==> config.mk <==
export PLATFORM = sky130hd
export DESIGN_NAME = pe3x3_psum_collector
export DESIGN_NICKNAME = d
export VERILOG_FILES = /design/src/rtl/pe3x3_psum_collector.sv
export SDC_FILE = /design/constraint.sdc
export NUM_CORES = 2
export LEC_CHECK = 0
export ABC_AREA = 1
export ABC_CLOCK_PERIOD_IN_PS = 9700
export CELL_PAD_IN_SITES_DETAIL_PLACEMENT = 2
export CELL_PAD_IN_SITES_GLOBAL_PLACEMENT = 2
export CORE_UTILIZATION = 35
export CTS_BUF_LIST = sky130_fd_sc_hd__clkbuf_4 sky130_fd_sc_hd__clkbuf_8 sky130_fd_sc_hd__clkbuf_16
export DETAILED_ROUTE_END_ITERATION = 8
export PLACE_DENSITY = 0.95
export SYNTH_ARGS = -nofsm -noshare
export SYNTH_HDL_FRONTEND = slang
export SYNTH_SLANG_ARGS = --single-unit
==> constraint.sdc <==
create_clock -name clk -period 9.7 [get_ports clk]
set_clock_uncertainty 0.2 [all_clocks]
set_input_delay 0.97 -clock clk [delete_from_list [all_inputs] [get_ports clk]]
set_output_delay 0.97 -clock clk [all_outputs]
set_load 0.005 [all_outputs]
==> src/rtl/pe3x3_psum_collector.sv <==
// Partial-sum collector for the 3x3 PE: accumulates KROWS beats per tile, stitches the
// 2-lane overlap between adjacent tiles and emits 7-lane body beats plus a row tail.
//
// state | meaning
// ACC   | accepting partial-sum beats, accumulating over kernel rows
// EMIT  | body beat of a finished tile presented downstream
// TAIL  | end-of-row tail beat (lanes 0..1) presented downstream
module pe3x3_psum_collector #(
    parameter int IW     = 24,
    parameter int FW     = 8,
    parameter int IN_NUM = 9,
    parameter int STEP   = 7,
    parameter int KROWS  = 3
) (
    input  logic                         clk,
    input  logic                         rst_n,
    input  logic                         clear_i,
    input  logic [IN_NUM*(IW+FW)-1:0]    psum_i,
    input  logic                         psum_valid_i,
    output logic                         psum_ready_o,
    input  logic                         tile_last_i,
    output logic [STEP*(IW+FW)-1:0]      out_data_o,
    output logic                         out_valid_o,
    output logic                         out_tail_o,
    input  logic                         out_ready_i
);

    localparam int W  = IW + FW;
    localparam int KW = (KROWS > 1) ? $clog2(KROWS) : 1;

    typedef enum logic [1:0] {ACC, EMIT, TAIL} state_t;

    state_t               state;
    logic [W-1:0]         acc   [IN_NUM];
    logic [W-1:0]         carry [2];
    logic [KW-1:0]        kcnt;
    logic                 last_f;
    logic [STEP*W-1:0]    out_data;

    logic [W-1:0]         sum_in [IN_NUM];
    logic [STEP*W-1:0]    body_data;
    logic [STEP*W-1:0]    tail_data;
    logic                 beat_acc;
    logic                 beat_final;

    assign psum_ready_o = (state == ACC);
    assign out_valid_o  = (state != ACC);
    assign out_tail_o   = (state == TAIL);
    assign out_data_o   = out_data;

    assign beat_acc   = psum_valid_i & psum_ready_o;
    assign beat_final = (kcnt == KW'(KROWS - 1));

    // First kernel row overwrites the accumulator rather than adding to stale data.
    always_comb begin
        for (int k = 0; k < IN_NUM; k++) begin
            sum_in[k] = (kcnt == '0) ? psum_i[k*W +: W] : acc[k] + psum_i[k*W +: W];
        end
    end

    always_comb begin
        body_data = '0;
        for (int k = 0; k < STEP; k++) begin
            body_data[k*W +: W] = sum_in[k];
        end
        body_data[0 +: W] = sum_in[0] + carry[0];
        body_data[W +: W] = sum_in[1] + carry[1];
    end

    always_comb begin
        tail_data         = '0;
        tail_data[0 +: W] = acc[IN_NUM-2];
        tail_data[W +: W] = acc[IN_NUM-1];
    end

    always_ff @(posedge clk or negedge rst_n) begin
        if (!rst_n) begin
            state    <= ACC;
            kcnt     <= '0;
            last_f   <= 1'b0;
            out_data <= '0;
            carry[0] <= '0;
            carry[1] <= '0;
            for (int k = 0; k < IN_NUM; k++) begin
                acc[k] <= '0;
            end
        end else if (clear_i) begin
            state    <= ACC;
            kcnt     <= '0;
            last_f   <= 1'b0;
            out_data <= '0;
            carry[0] <= '0;
            carry[1] <= '0;
        end else begin
            case (state)
                ACC: begin
                    if (beat_acc) begin
                        for (int k = 0; k < IN_NUM; k++) begin
                            acc[k] <= sum_in[k];
                        end
                        if (beat_final) begin
                            kcnt     <= '0;
                            last_f   <= tile_last_i;
                            out_data <= body_data;
                            state    <= EMIT;
                        end else begin
                            kcnt <= kcnt + 1'b1;
                        end
                    end
                end
                EMIT: begin
                    if (out_ready_i) begin
                        carry[0] <= acc[IN_NUM-2];
                        carry[1] <= acc[IN_NUM-1];
                        if (last_f) begin
                            out_data <= tail_data;
                            state    <= TAIL;
                        end else begin
                            state <= ACC;
                        end
                    end
                end
                TAIL: begin
                    if (out_ready_i) begin
                        carry[0] <= '0;
                        carry[1] <= '0;
                        last_f   <= 1'b0;
                        state    <= ACC;
                    end
                end
                default: state <= ACC;
            endcase
        end
    end

endmodule

Word-level counts from Yosys, hierarchy flattened
Index checks and enable logic that the tools add are counted.
{"block": "op_classes", "add_sub_neg": 12, "muxes": 35, "bitwise": 2, "n_eq_ne": 8, "reduce_logical": 14}
{"cell": "$mux W224", "n": 5}
{"cell": "$pmux W224 S2", "n": 1}
{"cell": "$add A32 B32 Y32", "n": 11}
{"cell": "$mux W32", "n": 9}
{"cell": "$mux W64", "n": 3}
{"cell": "$pmux W64 S2", "n": 1}
{"cell": "$mux W2", "n": 10}
{"cell": "$ne A3 B2 Y1 const B", "n": 3}
{"cell": "$reduce_bool A3 Y1", "n": 3}
{"cell": "$reduce_and A4 Y1", "n": 2}
{"cell": "$ne A3 B3 Y1 const B", "n": 2}
{"cell": "$pmux W2 S3", "n": 1}
{"cell": "$reduce_and A3 Y1", "n": 2}
{"cell": "$reduce_bool A2 Y1", "n": 3}
{"cell": "$reduce_and A5 Y1", "n": 1}
{"cell": "$eq A2 B2 Y1 const B", "n": 2}
{"cell": "$logic_not A2 Y1", "n": 2}
{"cell": "$mux W1", "n": 4}
{"cell": "$add A2 B1 Y2 const B", "n": 1}
{"cell": "$eq A2 B1 Y1 const B", "n": 1}
{"cell": "$pmux W1 S2", "n": 1}
{"cell": "$reduce_and A2 Y1", "n": 1}
{"cell": "$and A1 B1 Y1", "n": 1}
{"cell": "$not A1 Y1", "n": 1}
{"block": "totals", "register_bits": 581}

Longest topological paths before layout
{"block": "logic_depth", "depth_word": 7, "ltp_mapped": 26, "depth_no_buf": 26}

Worst setup path before layout
Ideal clock, no wire load.
{"block": "synth_timing", "path_kind": "input to register", "startpoint": "in psum_i[32]", "endpoint": "reg out_data[61], in the netlist out_data_o[61]", "t_required_ns": 9.377, "stages": 20, "arrival_time_ns": 4.002, "slack_ns": 5.375, "setup_ns": 0.123, "path_cell_list": "ha_1 > fa_1 > nand3_1 > nand2_1 > a21oi_1 > o21bai_1 > or2_2 > nand3_1 > nand2_1 > ha_1 > inv_1 > o21bai_1 > o21bai_1 > a21oi_1 > o21ai_0 > nand3_1 > nand2_1 > nor2_1 > o21ai_0 > nand2_1"}
{"element": "from (decl)", "line_no": "18", "text": "input logic [IN_NUM*(IW+FW)-1:0] psum_i,"}
{"element": "to (signal assigned)", "line_no": "104", "text": "out_data <= body_data;"}
{"element": "to (signal assigned)", "line_no": "116", "text": "out_data <= tail_data;"}
{"element": "to (decl)", "line_no": "38", "text": "logic [STEP*W-1:0] out_data;"}

==> impl_metrics.csv <==
group,metric,value,unit
timing,setup_tns,0,ns
timing,fmax,183,MHz
die,ios,521,
timing,setup_ws,4.23,ns
setup_path,worst-setup-path-type,"input pin to register",
yosys,ys_ff_latch,581,
yosys,synth.area.top_cells,"dfrtp_1 (32%), nand2_1 (17%), ha_1 (9.8%)",
yosys,synth_cell_types,48,
timing,setup_viol_count_final,0,
final_layout,layout.cells.non_filler,8760,
clock_network,clock-root-buffer,"clkbuf_16",
route,via_per_inst,6.05,
timing,worst_slew_pin_slew,1.20,ns
clock_network,cts_inserted_buffers,79,
yosys,synth.largest_area_cell,"dfrtp_1",
route,dr.pass1.iters,5,
placed_design,place_inst,8580,
clock_network,htreeDepth,3,
global_route,track_usage,0.380,
timing,post-route-min-period,5.47,ns
yosys,synth.most_common_cell,"nand2_1",
yosys,synthCells,6578,
final_layout,nNetsFinal,7654,
route,drc,0,
die,coreArea,127000,um^2
yosys,synthTopCellsByCount,"nand2_1 (2011), o21ai_0 (627), dfrtp_1 (581)",
outcome,status,"finished, final reports clean",
yosys,synth_top_cell_area_share,0.324,
power,ir_drop,222,uV
clock_network,cts_tree,"done",
setup_path,worstSetupEndpointType,"register",
final_layout,fill_cells,14900,
yosys,netlist_area,44900,um^2
power,p_leak,0.0265,uW
timing,report.final.slew_viol_count,0,
hold_path,hp-class,"input pin to asynchronous set/reset pin",
placed_design,dpl.hpwl,169000,um
timing,rsz0062_at_grt,"false",
timing,max-slew-margin-rel,0.203,
clock_network,clk_pin_slew,0.07,ns
route,drt-wirelength-per-cell,29.0,um
yosys,synth-main-ff-cell,"dfrtp_1",
setup_path,cp.required,10.07,ns
yosys,syn_avg_cell_area,6.83,um^2
die,die_w,360,um
power,power_density,395,nW/um^2
placed_design,gp_congestion,0.940,
clock_network,cts.sinks,581,
timing,fin_hold_ws,0.0718,ns
yosys,synth-edff-count,0,
die,dieArea,130000,um^2
setup_path,critPathArrivalTime,5.84,ns
yosys,synth_fp_nets,7233,
die,die_y,360,um
yosys,seq_area_frac_synth,0.324,
flow_run,max-cap-violations,0,
placed_design,numPortBuffers,520,
timing,period_share,0.564,
timing,hold_viol,0,
global_route,grt_max_degree,220,
clock_network,hold_buffers,0,
setup_path,crit_fanout,4,
route,finalWirelength,254000,um
yosys,yosysWarnings,0,
global_route,grt_pass1_wl,381000,um
clock_network,cts_setup_buffers,0,
final_layout,area_growth_syn_to_layout,21.7,%
die,num_rows,131,
global_route,antenna_found_initial,42,
die,start_util,0.353,
clock_network,clk_path_buf_depth,3,
route,detail-route-antenna-nets,0,
global_route,grt_pass1_vias,59600,
global_route,overflow,0,
route,drt-initial-drc-count,4075,
placed_design,pre_cts_ws,3.79,ns
final_layout,drive_gt1_frac,0.0413,
clock_network,clk_latency,0.71,ns
clock_network,cts_resized,0,
route,vias,53000,
yosys,async_flop_share,1.00,
setup_path,cp-start-kind,"input pin",
-- area by class of cell --
cell class / count / area, um^2 / area share
multi-input cells: 5231 / 27500 / 0.503
flip-flops and latches: 581 / 14500 / 0.266
repair buffers: 547 / 5490 / 0.100
clock buffers: 104 / 2280 / 0.0417
inverters: 559 / 2120 / 0.0388
well taps: 1662 / 2080 / 0.0380
clock inverters: 44 / 577 / 0.0106
diodes: 32 / 80.1 / 0.00146
-- per-layer routing --
| layer | vias up | global-route usage | wire length, um |
|---|---|---|---|
| met4 | 22 | 0.248 | 18200 |
| met2 | 2369 | 0.635 | 120000 |
| met5 | - | 0 | 139 |
| met1 | 26900 | 0.445 | 99100 |
| li1 | 22700 | - | - |
| met3 | 962 | 0.0708 | 16700 |
-- worst max-delay path, stage by stage --
cell,delay (ns)
clkdlybuf4s50_1,0.46
ha_1,0.28
fa_1,0.42
nand2_1,0.13
o21ai_1,0.12
a21oi_1,0.39
o21ai_1,0.22
nor2_1,0.14
o21ai_0,0.10
o21ai_0,0.20
inv_1,0.13
ha_1,0.40
nand2_1,0.15
nor2_1,0.23
nand2_1,0.07
o21ai_0,0.53
a21oi_1,0.23
o21ai_0,0.35
nor2_1,0.11
nor2_1,0.13
o21ai_0,0.08
-- placed cells by master, fill, tap and decap left out, types with 13 or more instances in the layout --
cell type	count
a32o_1	14
o211ai_1	41
nand3_1	392
a21boi_0	21
o21ai_0	627
a31oi_1	24
nor2_1	552
a21o_1	50
o21a_1	21
dfrtp_1	581
clkbuf_16	80
a21oi_1	497
o21bai_1	47
ha_1	350
diode_2	32
buf_4	21
nor3_1	63
xor2_1	90
clkbuf_8	16
o221ai_1	13
clkdlybuf4s50_1	519
clkinv_2	18
nand4_1	47
nand2_1	2010
o21ai_1	72
xnor2_1	88
inv_1	549
or2_2	97
nand3b_1	26
-- report_power, final --
group / leakage (uW) / switching [uW] / total, uW / internal (uW)
clock: 0.00142 / 1430 / 3400 / 1970
combinational: 0.0177 / 9360 / 13600 / 4270
sequential: 0.00742 / 1130 / 4590 / 3460
total: 0.0265 / 11900 / 21600 / 9700
-- metrics by stage --
| step | cell area (um^2) | utilization | power (uW) |
|---|---|---|---|
| 6_report | 54700 | 0.429 | 21600 |
| 5_1_grt | 54600 | 0.429 | 22600 |
| 4_1_cts | 54600 | 0.429 | 21200 |
| 3_5_place_dp | 51700 | 0.406 | 16800 |
| 3_3_place_gp | 51700 | 0.406 | 15700 |
| 2_1_floorplan | 44900 | - | 11900 |
-- registers in the layout, indices dropped and copies added (netlist names) --
signal / flops
last_f: 1
kcnt: 2
out_data_o: 224
acc: 288
carry: 64
state: 2
-- worst paths after layout --
path	from	endpoint	slack, ns	cells past startpoint
setup reg to reg	kcnt[0]$_DFFE_PN0P_	out_data_o[11]$_DFFE_PN0P_	4.30	16
setup / recovery	psum_i[0]	out_data_o[25]$_DFFE_PN0P_	4.23	21
max in group asynchronous	rst_n	acc[115]$_DFFE_PN0P_	6.94	3
hold / removal	rst_n	acc[201]$_DFFE_PN0P_	0.07	1
min in group clk	out_data_o[114]$_DFFE_PN0P_	out_data_o[114]$_DFFE_PN0P_	0.29	2
hold reg to reg	out_data_o[114]$_DFFE_PN0P_	out_data_o[114]$_DFFE_PN0P_	0.29	2
-- kinds of logic (layout without fill, tap and decap cells) --
kind of cell | count (synthesis) | count (layout) | share of synthesized area
flops | 581 | 581 | 0.324
xor+xnor | 178 | 178 | 0.0347
compound gates | 1477 | 1477 | 0.181
mux | 2 | 2 | 0.000446
fa+ha+maj | 361 | 361 | 0.102
buf+inv | 766 | 1254 | 0.0648
other cells | 0 | 32 | 0
simple gates | 3213 | 3213 | 0.293
No activity file was read; power rests on OpenSTA's default activity.
